<file path="config.mk">
export PLATFORM = sky130hd
export DESIGN_NAME = pa_cpu_clic_int_recv_flat
export DESIGN_NICKNAME = d
export VERILOG_FILES = /design/src/rtl/pa_cpu_clic_int_recv_if.sv /design/src/rtl/pa_cpu_clic_int_recv.sv /design/src/flat_wrapper.sv
export SDC_FILE = /design/constraint.sdc
export NUM_CORES = 1
export LEC_CHECK = 0
export ABC_CLOCK_PERIOD_IN_PS = 3700
export CAP_MARGIN = 20
export CORE_MARGIN = 5
export CORE_UTILIZATION = 48
export DETAILED_ROUTE_END_ITERATION = 8
export MAX_ROUTING_LAYER = met4
export PLACE_DENSITY = 0.86
export RECOVER_POWER = 50
export SLEW_MARGIN = 20
export SYNTH_ARGS = -nofsm -noshare
export SYNTH_HDL_FRONTEND = slang
export SYNTH_HIERARCHICAL = 1
export SYNTH_SLANG_ARGS = --single-unit
export TNS_END_PERCENT = 20
</file>
<file path="constraint.sdc">
create_clock -name forever_cpuclk -period 3.7 [get_ports forever_cpuclk]
set_input_delay 0.555 -clock forever_cpuclk [delete_from_list [all_inputs] [get_ports forever_cpuclk]]
set_output_delay 0.555 -clock forever_cpuclk [all_outputs]
set_load 0.005 [all_outputs]
</file>
<file path="src/rtl/pa_cpu_clic_int_recv_if.sv">
// CLIC request/response wires and the vector-table fetch bus seen by the CPU-side
// interrupt receiver. master = CLIC/fetch side, slave = receiver.
interface pa_cpu_clic_int_recv_if #(
   parameter int ID_WIDTH = 12
);
   logic                clic_cpu_int_hv;
   logic [ID_WIDTH-1:0] clic_cpu_int_id;
   logic [7:0]          clic_cpu_int_il;
   logic [1:0]          clic_cpu_int_priv;
   logic [ID_WIDTH-1:0] cpu_clic_curid;
   logic                cpu_clic_int_exit;
   logic [1:0]          cpu_clic_mode;
   logic                vec_req;
   logic [31:0]         vec_addr;
   logic                vec_ack;
   logic [31:0]         vec_rdata;

   modport master (
      output clic_cpu_int_hv, clic_cpu_int_id, clic_cpu_int_il, clic_cpu_int_priv,
      output vec_ack, vec_rdata,
      input  cpu_clic_curid, cpu_clic_int_exit, cpu_clic_mode, vec_req, vec_addr
   );

   modport slave (
      input  clic_cpu_int_hv, clic_cpu_int_id, clic_cpu_int_il, clic_cpu_int_priv,
      input  vec_ack, vec_rdata,
      output cpu_clic_curid, cpu_clic_int_exit, cpu_clic_mode, vec_req, vec_addr
   );
endinterface

</file>
<file path="src/rtl/pa_cpu_clic_int_recv.sv">
// CPU-side CLIC interrupt receiver: qualifies requests, waits for an instruction
// boundary, fetches hv vector entries, signals the take and keeps the nesting stack.
module pa_cpu_clic_int_recv_chk #(
   parameter int DW         = 3,
   parameter int NEST_DEPTH = 4
) (
   input logic          clk,
   input logic          rst,
   input logic          push,
   input logic          pop,
   input logic [DW-1:0] depth
);
   a_no_push_when_full: assert property (@(posedge clk) disable iff (rst)
      !(push && !pop && (depth == DW'(NEST_DEPTH))));
endmodule

module pa_cpu_clic_int_recv #(
   parameter int NEST_DEPTH = 4,
   parameter int ID_WIDTH   = 12
) (
   input  logic                  forever_cpuclk,
   input  logic                  cpurst,
   pa_cpu_clic_int_recv_if.slave clic,
   input  logic                  cp0_mie,
   input  logic [31:0]           cp0_mtvt_base,
   input  logic [31:0]           cp0_mtvec_base,
   input  logic                  core_int_ready,
   input  logic                  core_mret,
   output logic                  int_take,
   output logic [ID_WIDTH-1:0]   int_take_id,
   output logic [31:0]           int_take_pc,
   output logic [7:0]            cur_il,
   output logic                  nest_full
);
   localparam int DW     = $clog2(NEST_DEPTH + 1);
   localparam int STK_SZ = 1 << DW;

   typedef enum logic [1:0] {
      IDLE     = 2'd0,
      WAIT_BND = 2'd1,
      VEC      = 2'd2,
      TAKE     = 2'd3
   } state_t;

   state_t              state_r;
   logic [DW-1:0]       depth_r;
   logic [DW-1:0]       depth_nxt_s;
   logic [ID_WIDTH-1:0] id_stk_r [STK_SZ];
   logic [7:0]          il_stk_r [STK_SZ];
   logic [ID_WIDTH-1:0] top_id_nxt_s;
   logic [7:0]          top_il_nxt_s;
   logic [7:0]          lat_il_r;
   logic [1:0]          blank_r;
   logic                qual_s;
   logic                push_s;
   logic                pop_s;

   logic                int_take_r;
   logic [ID_WIDTH-1:0] int_take_id_r;
   logic [31:0]         int_take_pc_r;
   logic                vec_req_r;
   logic [31:0]         vec_addr_r;
   logic [7:0]          cur_il_r;
   logic [ID_WIDTH-1:0] curid_r;
   logic                nest_full_r;
   logic                exit_r;
   logic [1:0]          mode_r;

   // blank_r covers the exit-pulse cycle and the one after, while the CLIC clears its stale request
   assign qual_s = (clic.clic_cpu_int_il != 8'd0) && (clic.clic_cpu_int_priv == 2'b11) &&
                   (clic.clic_cpu_int_il > cur_il_r) && cp0_mie && !nest_full_r &&
                   (blank_r == 2'd0);
   assign push_s = (state_r == TAKE);
   assign pop_s  = core_mret && (depth_r != {DW{1'b0}});

   // Next stack depth and next top-of-stack {id,il}
   always_comb begin
      depth_nxt_s  = depth_r;
      top_id_nxt_s = curid_r;
      top_il_nxt_s = cur_il_r;
      if (push_s) begin
         top_id_nxt_s = int_take_id_r;
         top_il_nxt_s = lat_il_r;
         if (pop_s) begin
            depth_nxt_s = depth_r;
         end else begin
            depth_nxt_s = depth_r + DW'(1);
         end
      end else if (pop_s) begin
         depth_nxt_s = depth_r - DW'(1);
         if (depth_r > DW'(1)) begin
            top_id_nxt_s = id_stk_r[depth_r - DW'(2)];
            top_il_nxt_s = il_stk_r[depth_r - DW'(2)];
         end else begin
            top_id_nxt_s = {ID_WIDTH{1'b0}};
            top_il_nxt_s = 8'd0;
         end
      end else begin
         depth_nxt_s = depth_r;
      end
   end

   // Nesting stack, registered top-of-stack outputs, exit pulse and blanking window
   always_ff @(posedge forever_cpuclk) begin
      if (cpurst) begin
         for (int i = 0; i < STK_SZ; i++) begin
            id_stk_r[i] <= {ID_WIDTH{1'b0}};
            il_stk_r[i] <= 8'd0;
         end
         depth_r     <= {DW{1'b0}};
         cur_il_r    <= 8'd0;
         curid_r     <= {ID_WIDTH{1'b0}};
         nest_full_r <= 1'b0;
         exit_r      <= 1'b0;
         blank_r     <= 2'd0;
         mode_r      <= 2'b11;
      end else begin
         if (push_s && pop_s) begin
            id_stk_r[depth_r - DW'(1)] <= int_take_id_r;
            il_stk_r[depth_r - DW'(1)] <= lat_il_r;
         end else if (push_s) begin
            id_stk_r[depth_r] <= int_take_id_r;
            il_stk_r[depth_r] <= lat_il_r;
         end
         depth_r     <= depth_nxt_s;
         cur_il_r    <= top_il_nxt_s;
         curid_r     <= top_id_nxt_s;
         nest_full_r <= (depth_nxt_s == DW'(NEST_DEPTH));
         exit_r      <= pop_s;
         if (pop_s) begin
            blank_r <= 2'd2;
         end else if (blank_r != 2'd0) begin
            blank_r <= blank_r - 2'd1;
         end
         mode_r      <= 2'b11;
      end
   end

   // Request FSM with registered take / vector-fetch outputs
   always_ff @(posedge forever_cpuclk) begin
      if (cpurst) begin
         state_r       <= IDLE;
         int_take_r    <= 1'b0;
         int_take_id_r <= {ID_WIDTH{1'b0}};
         int_take_pc_r <= 32'd0;
         lat_il_r      <= 8'd0;
         vec_req_r     <= 1'b0;
         vec_addr_r    <= 32'd0;
      end else begin
         int_take_r <= 1'b0;
         case (state_r)
            IDLE: begin
               if (qual_s) begin
                  state_r <= WAIT_BND;
               end
            end
            WAIT_BND: begin
               if (!qual_s) begin
                  state_r <= IDLE;
               end else if (core_int_ready) begin
                  int_take_id_r <= clic.clic_cpu_int_id;
                  lat_il_r      <= clic.clic_cpu_int_il;
                  if (clic.clic_cpu_int_hv) begin
                     state_r    <= VEC;
                     vec_req_r  <= 1'b1;
                     vec_addr_r <= cp0_mtvt_base + 32'({clic.clic_cpu_int_id, 2'b00});
                  end else begin
                     state_r       <= TAKE;
                     int_take_r    <= 1'b1;
                     int_take_pc_r <= cp0_mtvec_base;
                  end
               end
            end
            // Committed: the fetch completes even if the request is withdrawn meanwhile
            VEC: begin
               if (clic.vec_ack) begin
                  vec_req_r     <= 1'b0;
                  int_take_pc_r <= {clic.vec_rdata[31:1], 1'b0};
                  int_take_r    <= 1'b1;
                  state_r       <= TAKE;
               end
            end
            TAKE: begin
               state_r <= IDLE;
            end
            default: begin
               state_r <= IDLE;
            end
         endcase
      end
   end

   assign int_take               = int_take_r;
   assign int_take_id            = int_take_id_r;
   assign int_take_pc            = int_take_pc_r;
   assign cur_il                 = cur_il_r;
   assign nest_full              = nest_full_r;
   assign clic.vec_req           = vec_req_r;
   assign clic.vec_addr          = vec_addr_r;
   assign clic.cpu_clic_curid    = curid_r;
   assign clic.cpu_clic_int_exit = exit_r;
   assign clic.cpu_clic_mode     = mode_r;

   pa_cpu_clic_int_recv_chk #(
      .DW         (DW),
      .NEST_DEPTH (NEST_DEPTH)
   ) u_chk (
      .clk   (forever_cpuclk),
      .rst   (cpurst),
      .push  (push_s),
      .pop   (pop_s),
      .depth (depth_r)
   );
endmodule
</file>
<file path="src/flat_wrapper.sv">
// flat-port wrapper written by rule: the top's interface ports become plain ports
module pa_cpu_clic_int_recv_flat 
#(
   parameter int NEST_DEPTH = 4,
   parameter int ID_WIDTH   = 12
)
  (forever_cpuclk, cpurst, cp0_mie, cp0_mtvt_base, cp0_mtvec_base, core_int_ready, core_mret, int_take, int_take_id, int_take_pc, cur_il, nest_full, clic_clic_cpu_int_hv, clic_clic_cpu_int_id, clic_clic_cpu_int_il, clic_clic_cpu_int_priv, clic_vec_ack, clic_vec_rdata, clic_cpu_clic_curid, clic_cpu_clic_int_exit, clic_cpu_clic_mode, clic_vec_req, clic_vec_addr);
  pa_cpu_clic_int_recv_if #(.ID_WIDTH(ID_WIDTH)) clic_i ();
  input  logic forever_cpuclk;
  input  logic cpurst;
  input  logic cp0_mie;
  input  logic [31:0] cp0_mtvt_base;
  input  logic [31:0] cp0_mtvec_base;
  input  logic core_int_ready;
  input  logic core_mret;
  output logic int_take;
  output logic [ID_WIDTH-1:0] int_take_id;
  output logic [31:0] int_take_pc;
  output logic [7:0] cur_il;
  output logic nest_full;
  input wire logic [$bits(clic_i.clic_cpu_int_hv)-1:0] clic_clic_cpu_int_hv;
  input wire logic [$bits(clic_i.clic_cpu_int_id)-1:0] clic_clic_cpu_int_id;
  input wire logic [$bits(clic_i.clic_cpu_int_il)-1:0] clic_clic_cpu_int_il;
  input wire logic [$bits(clic_i.clic_cpu_int_priv)-1:0] clic_clic_cpu_int_priv;
  input wire logic [$bits(clic_i.vec_ack)-1:0] clic_vec_ack;
  input wire logic [$bits(clic_i.vec_rdata)-1:0] clic_vec_rdata;
  output wire logic [$bits(clic_i.cpu_clic_curid)-1:0] clic_cpu_clic_curid;
  output wire logic [$bits(clic_i.cpu_clic_int_exit)-1:0] clic_cpu_clic_int_exit;
  output wire logic [$bits(clic_i.cpu_clic_mode)-1:0] clic_cpu_clic_mode;
  output wire logic [$bits(clic_i.vec_req)-1:0] clic_vec_req;
  output wire logic [$bits(clic_i.vec_addr)-1:0] clic_vec_addr;
  assign clic_i.clic_cpu_int_hv = clic_clic_cpu_int_hv;
  assign clic_i.clic_cpu_int_id = clic_clic_cpu_int_id;
  assign clic_i.clic_cpu_int_il = clic_clic_cpu_int_il;
  assign clic_i.clic_cpu_int_priv = clic_clic_cpu_int_priv;
  assign clic_i.vec_ack = clic_vec_ack;
  assign clic_i.vec_rdata = clic_vec_rdata;
  assign clic_cpu_clic_curid = clic_i.cpu_clic_curid;
  assign clic_cpu_clic_int_exit = clic_i.cpu_clic_int_exit;
  assign clic_cpu_clic_mode = clic_i.cpu_clic_mode;
  assign clic_vec_req = clic_i.vec_req;
  assign clic_vec_addr = clic_i.vec_addr;
  pa_cpu_clic_int_recv #(.NEST_DEPTH(NEST_DEPTH), .ID_WIDTH(ID_WIDTH)) u_core (.forever_cpuclk(forever_cpuclk), .cpurst(cpurst), .clic(clic_i), .cp0_mie(cp0_mie), .cp0_mtvt_base(cp0_mtvt_base), .cp0_mtvec_base(cp0_mtvec_base), .core_int_ready(core_int_ready), .core_mret(core_mret), .int_take(int_take), .int_take_id(int_take_id), .int_take_pc(int_take_pc), .cur_il(cur_il), .nest_full(nest_full));
endmodule
</file>
# Yosys cells after proc, flatten, opt, wreduce, memory -nomap -nowiden
# Memories as Yosys holds them, arrays and structs flattened.
# Index checks and enable logic that the tools add are counted.
word_totals:
  reg_bits: 115
  mem_bits_rw: 160
  inputBits: 125
  output_inout_bits: 102
  elab_cells: 114
  mem_count: 2
op_classes:
  n_addsub: 5
  n_lt_le_gt_ge: 2
  n_eq_ne: 12
  muxes: 53
  n_reduce_logical: 26
memory_table:
  columns: ["memory", "words", "width", "read_ports", "rd_ports_with_merged_regs", "write_ports", "line", "source"]
  rows:
  - ["u_core.id_stk_r", 8, 12, 1, 0, 8, "pa_cpu_clic_int_recv.sv:48", "logic [ID_WIDTH-1:0] id_stk_r [STK_SZ];"]
  - ["u_core.il_stk_r", 8, 8, 1, 0, 8, "pa_cpu_clic_int_recv.sv:49", "logic [7:0] il_stk_r [STK_SZ];"]
op_table:
  columns: ["op", "n"]
  rows:
  - ["32-bit 2-to-1 mux", 4]
  - ["32-bit one-hot mux with 2 select lines", 1]
  - ["12-bit 2-to-1 mux", 5]
  - ["8-bit 2-to-1 mux", 5]
  - ["32-bit by 14-bit adder with 32-bit output", 1]
  - ["12-bit OR reduction", 2]
  - ["1-bit 2-to-1 mux", 22]
  - ["3-bit 2-to-1 mux", 7]
  - ["8-bit OR reduction", 2]
  - ["2-bit 2-to-1 mux", 6]
  - ["5-bit AND reduction", 2]
  - ["8-bit > comparator", 1]
  - ["2-bit != test (second input constant)", 4]
  - ["2-bit one-hot mux with 4 select lines", 1]
  - ["2-bit nonzero test", 4]
  - ["8-bit nonzero test", 1]
  - ["1-bit logical AND", 7]
  - ["2-bit == test (second input constant)", 3]
  - ["3-bit AND reduction", 2]
  - ["2-bit zero test", 2]
  - ["2-bit by 1-bit != test with 1-bit output (second input constant)", 2]
  - ["1-bit one-hot mux with 2 select lines", 2]
  - ["4-bit AND reduction", 1]
  - ["3-bit by 1-bit adder with 3-bit output (second input constant)", 1]
  - ["10 further kinds", 10]

# Longest topological paths before layout
logic_depth:
  word_depth: 9
  depth_mapped: 11
  depth_no_buf: 10

# Worst setup path before layout
# No wires, ideal clock.
synth_path:
  path_kind: "register to register"
  start: "register u_core.depth_r[0]"
  end: "memory u_core.id_stk_r[3][0], enable pin"
  setup_ns: 0.425
  t_arrival_ns: 3.131
  required_ns: 3.275
  path_slack_ns: 0.144
  path_stages_with_launch: 10
  path_buffers: 2
  period_less_slack_ns: 3.556
  path_cell_list: "dfxtp_1 buf_2 inv_1 ha_1 inv_1 o21ai_0 clkbuf_1 nor3_1 o21ai_0 o21ai_0"
synth_rtl:
  columns: ["element", "line", "source"]
  rows:
  - ["start: declaration", "pa_cpu_clic_int_recv.sv:46", "logic [DW-1:0] depth_r;"]
  - ["start signal: assignment", "pa_cpu_clic_int_recv.sv:110", "depth_r <= {DW{1'b0}};"]
  - ["start signal: assignment", "pa_cpu_clic_int_recv.sv:125", "depth_r <= depth_nxt_s;"]
  - ["end: declaration", "pa_cpu_clic_int_recv.sv:48", null]

# Worst setup path after layout
layout_path:
  start: "input clic_clic_cpu_int_il[6]"
  end: "register u_core.vec_addr_r[12], in the netlist u_core/clic.vec_addr[12]"
layout_between:
  elab_chain_len: 7
  word_cells_on_any_way: 8
  cone_classes: "order compare: 1; reduce/logical: 7"
layout_rtl:
  columns: ["element", "line", "source"]
  rows:
  - ["start: declaration", "flat_wrapper.sv:23", "input wire logic [$bits(clic_i.clic_cpu_int_il)-1:0] clic_clic_cpu_int_il;"]
  - ["parallel branches: the longest is 2 deep, another holds 8-bit > comparator", null, null]
  - ["1-bit logical AND (*)", "pa_cpu_clic_int_recv.sv:70", "assign qual_s = (clic.clic_cpu_int_il != 8'd0) && (clic.clic_cpu_int_priv == 2'b11) &&"]
  - ["1-bit logical AND (*) (3 in a row)", "pa_cpu_clic_int_recv.sv:71", "(clic.clic_cpu_int_il > cur_il_r) && cp0_mie && !nest_full_r &&"]
  - ["4-bit AND reduction (no line) (*)", null, null]
  - ["end signal: assignment", "pa_cpu_clic_int_recv.sv:166", "vec_addr_r <= cp0_mtvt_base + 32'({clic.clic_cpu_int_id, 2'b00});"]
  - ["end: declaration", "pa_cpu_clic_int_recv.sv:62", "logic [31:0] vec_addr_r;"]
# Mark *: on every way between the ends.
# A chain may end at the register's enable or synchronous reset.

==> results by group <==
Setup path
  – Slowest stage delay, CP: 0.74 ns
  – CP max-delay cell: clkbuf_2
  – CP Class: primary input to flop
  – Startpoint type of the worst setup path: primary input
  – Reg2reg path depth: 11
  – Crit path DAT: 3.60 ns
  – RR Startpoint: u_core/cur_il[1]
  – Cell-by-cell trace of the critical path: clkdlybuf4s50_1 > ha_1 > nand4_1 > nor2_1 > a211oi_2 > o211ai_1 > clkbuf_1 > nor2_4 > clkbuf_2 > o21ai_0 > a21oi_1
  – CP top delay family: buffers and inverters
  – Critical path peak fanout: 50
  – Endpoint of the worst-slack reg-to-reg timing path: u_core/clic.vec_addr[12]
  – Critical Path End Type: flop
  – WP buf/inv: 3
  – R2r setup slk: 0.64 ns
  – CP required: 4.15 ns

Cells and area
  – Share of cells above drive strength 1: 9.89%
  – Area of the multi-input gates: 5310 um2
  – Nets: 1499
  – Storage element area: 7110 um2
  – Final Instance Count excl. Fillers: 1706
  – Layout area overhead: 26.9%
  – N_diodes: 0
  – Final design utilization: 61.4%
  – Fill cells: 2068

Synthesis
  – Seq/Total Area, Yosys: 55.0%
  – EDFF count, synth: 160
  – Mapped cell area: 12900 um2
  – Syn Inst Count: 1137
  – Async S/R FF share, synth: 0%
  – Synth cell count leaders: and2_1, edfxtp_1, dfxtp_1
  – FF+latch count, synth: 275
  – Synth area leader: edfxtp_1
  – Yosys cell types: 57
  – Syn avg cell area: 11.4 um2
  – Synth warn: 6
  – Synth area leaders: edfxtp_1, dfxtp_1, and2_1
  – Count leader, synth: and2_1
  – Main synth FF type: edfxtp_1
  – Post-synth top area share: 37.2%

Route
  – Via count: 9901
  – Residual DRC count: 0
  – Antenna viol nets, final: 0
  – Initial DRC count: 906
  – DRT Pass-1 Iters: 6
  – Via/cell ratio: 5.80
  – Average wire per cell in the routed design: 21.2 um
  – WL final: 36.2 mm

STA
  – Worst-Margin Slew: 1.55 ns
  – Max Fclk: 0.317 GHz
  – Slew HR: -3.13%
  – Fin. Hold Viols: 0
  – Final period util: 85.3%
  – Final setup vio count: 0
  – RSZ-0062 raised after global routing: no
  – Clock period minus worst slack: 3.16 ns
  – Total Neg Setup Slack: 0 ns
  – Slew Viols, Final: 21
  – Worst Skew: 0.0110 ns

Clock tree
  – PostCTS Resize Cnt: 0
  – Setup repair bufs after CTS: 0
  – CTS root buffer: clkbuf_16
  – Clock sinks: 275
  – # hold bufs at CTS: 0
  – CTS max path bufs: 3
  – Clock latency at the later pin of the worst-skew pair: 0.54 ns
  – TritonCTS buffer count: 28
  – Clock transition at path regs: 0.06 ns
  – CTS tree: yes
  – H-tree Lvls: 1

Floorplan
  – Row Count: 60
  – Die Y: 174 um
  – Core region area: 26700 um2
  – Ports: 227
  – Die X: 174 um
  – Initial core utilization: 48.4%
  – Die Area: 30300 um2

Place
  – I/O Buffers: 223
  – GPL Wtd Cong: 0.898
  – Placed cells: 1654
  – Post-DP HPWL: 23.9 mm

Power
  – Pwr/cell area: 510 nW/um2
  – Total power draw: 8.37 mW
  – Pleak: 6.16 nW
  – Maximum vdd drop: 0.000407 V

Global route
  – Aggregate global-route resource usage: 24.0%
  – First-pass GRT wire length: 56.4 mm
  – Grt total ovfl: 0
  – Initial antenna violation count: 1
  – Vias in the first global route: 10197
  – Largest net degree at the start of global routing: 63

Worst hold path
  – Hold Path Sink: u_core/clic.vec_addr[12]
  – Hold depth: 2
  – Hold path startpoint: u_core/clic.vec_addr[12]
  – Hold Crit Class: flop to flop

Flow run
  – Max cap viols: 1

Status
  – Failing checks: capacitance limit, slew limit
  – Status: finished with violations
==> cell usage in the layout, fill, tap and decap left out, types with 7 or more instances in the layout <==
cell	synthesis	final
o21ai_1	3	9
xor2_1	18	18
a21o_1	7	7
nand2_1	95	95
edfxtp_1	160	160
clkbuf_16	0	29
ha_1	30	30
nor2_1	73	72
nand3_1	9	9
buf_4	2	23
clkdlybuf4s50_1	0	122
mux4_2	40	40
a221oi_1	52	52
inv_1	52	52
nand4_1	10	10
clkbuf_1	65	14
and2_0	0	30
a21oi_1	44	44
o21ai_0	17	10
o22ai_1	31	31
dlygate4sd3_1	0	100
xnor2_1	9	9
dfxtp_1	115	115
and2_1	163	133
and3_1	11	11
nor3_1	18	18
mux2_2	20	20
a211oi_1	22	22
==> report_power, final <==
| part | total (mW) | switching [mW] | internal, mW |
|---|---|---|---|
| logic | 2.06 | 1.08 | 0.979 |
| clock network | 2.84 | 1.17 | 1.67 |
| registers | 3.47 | 0.0880 | 3.39 |
==> worst max-delay path by stage <==
stage | from | endpoint | slack, ns | cells past startpoint
floorplan | u_core/depth_r[0] | u_core/id_stk_r[3][0] | 0.14 | 9
global placement | clic_clic_cpu_int_id[0] | u_core/clic.vec_addr[18] | 0.42 | 11
detailed placement | clic_clic_cpu_int_id[0] | u_core/clic.vec_addr[26] | 0.34 | 11
CTS | clic_clic_cpu_int_id[0] | u_core/clic.vec_addr[28] | 0.82 | 11
global route | clic_clic_cpu_int_il[1] | u_core/clic.vec_addr[12] | 0.38 | 11
finish | clic_clic_cpu_int_il[6] | u_core/clic.vec_addr[12] | 0.54 | 11
==> layer usage <==
layer / wire [um] / up-vias / track usage, %
met2: 18200 / 534 / 40.9
met3: 3300 / 81 / 4.28
met1: 13500 / 4746 / 29.0
li1: - / 4540 / -
met4: 1160 / 0 / 8.25
met5: 0 / - / -
==> sequential cells by signal (all words and copies together) (netlist names), 2 cells and up, named ones only <==
name / cells
u_core/blank_r: 2
u_core/clic.cpu_clic_curid: 12
u_core/clic.vec_addr: 32
u_core/cur_il: 8
u_core/depth_r: 3
u_core/id_stk_r: 96
u_core/il_stk_r: 64
u_core/int_take_id: 12
u_core/int_take_pc: 32
u_core/lat_il_r: 8
==> tightest hold or removal path: cells and delay by family, from the launching register on <==
| kind | cells | cell delay [ns] |
|---|---|---|
| flip-flops | 1 | 0.30 |
| AND/OR/NAND/NOR | 1 | 0.05 |
| AO/OA/AOI/OAI | 1 | 0.05 |
==> area by class of cell <==
| type | count | area share (%) |
|---|---|---|
| clock buffers | 38 | 4.69 |
| clock inverters | 14 | 0.930 |
| inverters | 52 | 1.19 |
| multi-input cells | 730 | 32.4 |
| flip-flops and latches | 275 | 43.3 |
| well taps | 341 | 2.60 |
| repair buffers | 256 | 14.9 |
==> metrics by stage <==
step                hold WS [ns]  area (um2)  worst slack (ns)
floorplan                  0.417       12900             0.144
global placement           0.431       15500             0.415
detailed placement         0.443       15500             0.345
CTS                        0.452       16500             0.818
global route               0.468       16400             0.376
finish                     0.447       16400             0.545
==> cells by family (layout without fill, tap and decap cells) <==
group           count (synthesis)  after routing  synth area share [%]
compound gates                206            206                  11.2
xor+xnor                       27             27                  1.83
fa+ha+maj                      31             31                  3.06
buf+inv                       133            360                  4.03
flops                         275            275                  55.0
mux                            61             61                  8.79
other cells                     1              2                0.0290
simple gates                  403            403                  16.1
Note: power is estimated with default switching activity, not from simulation.
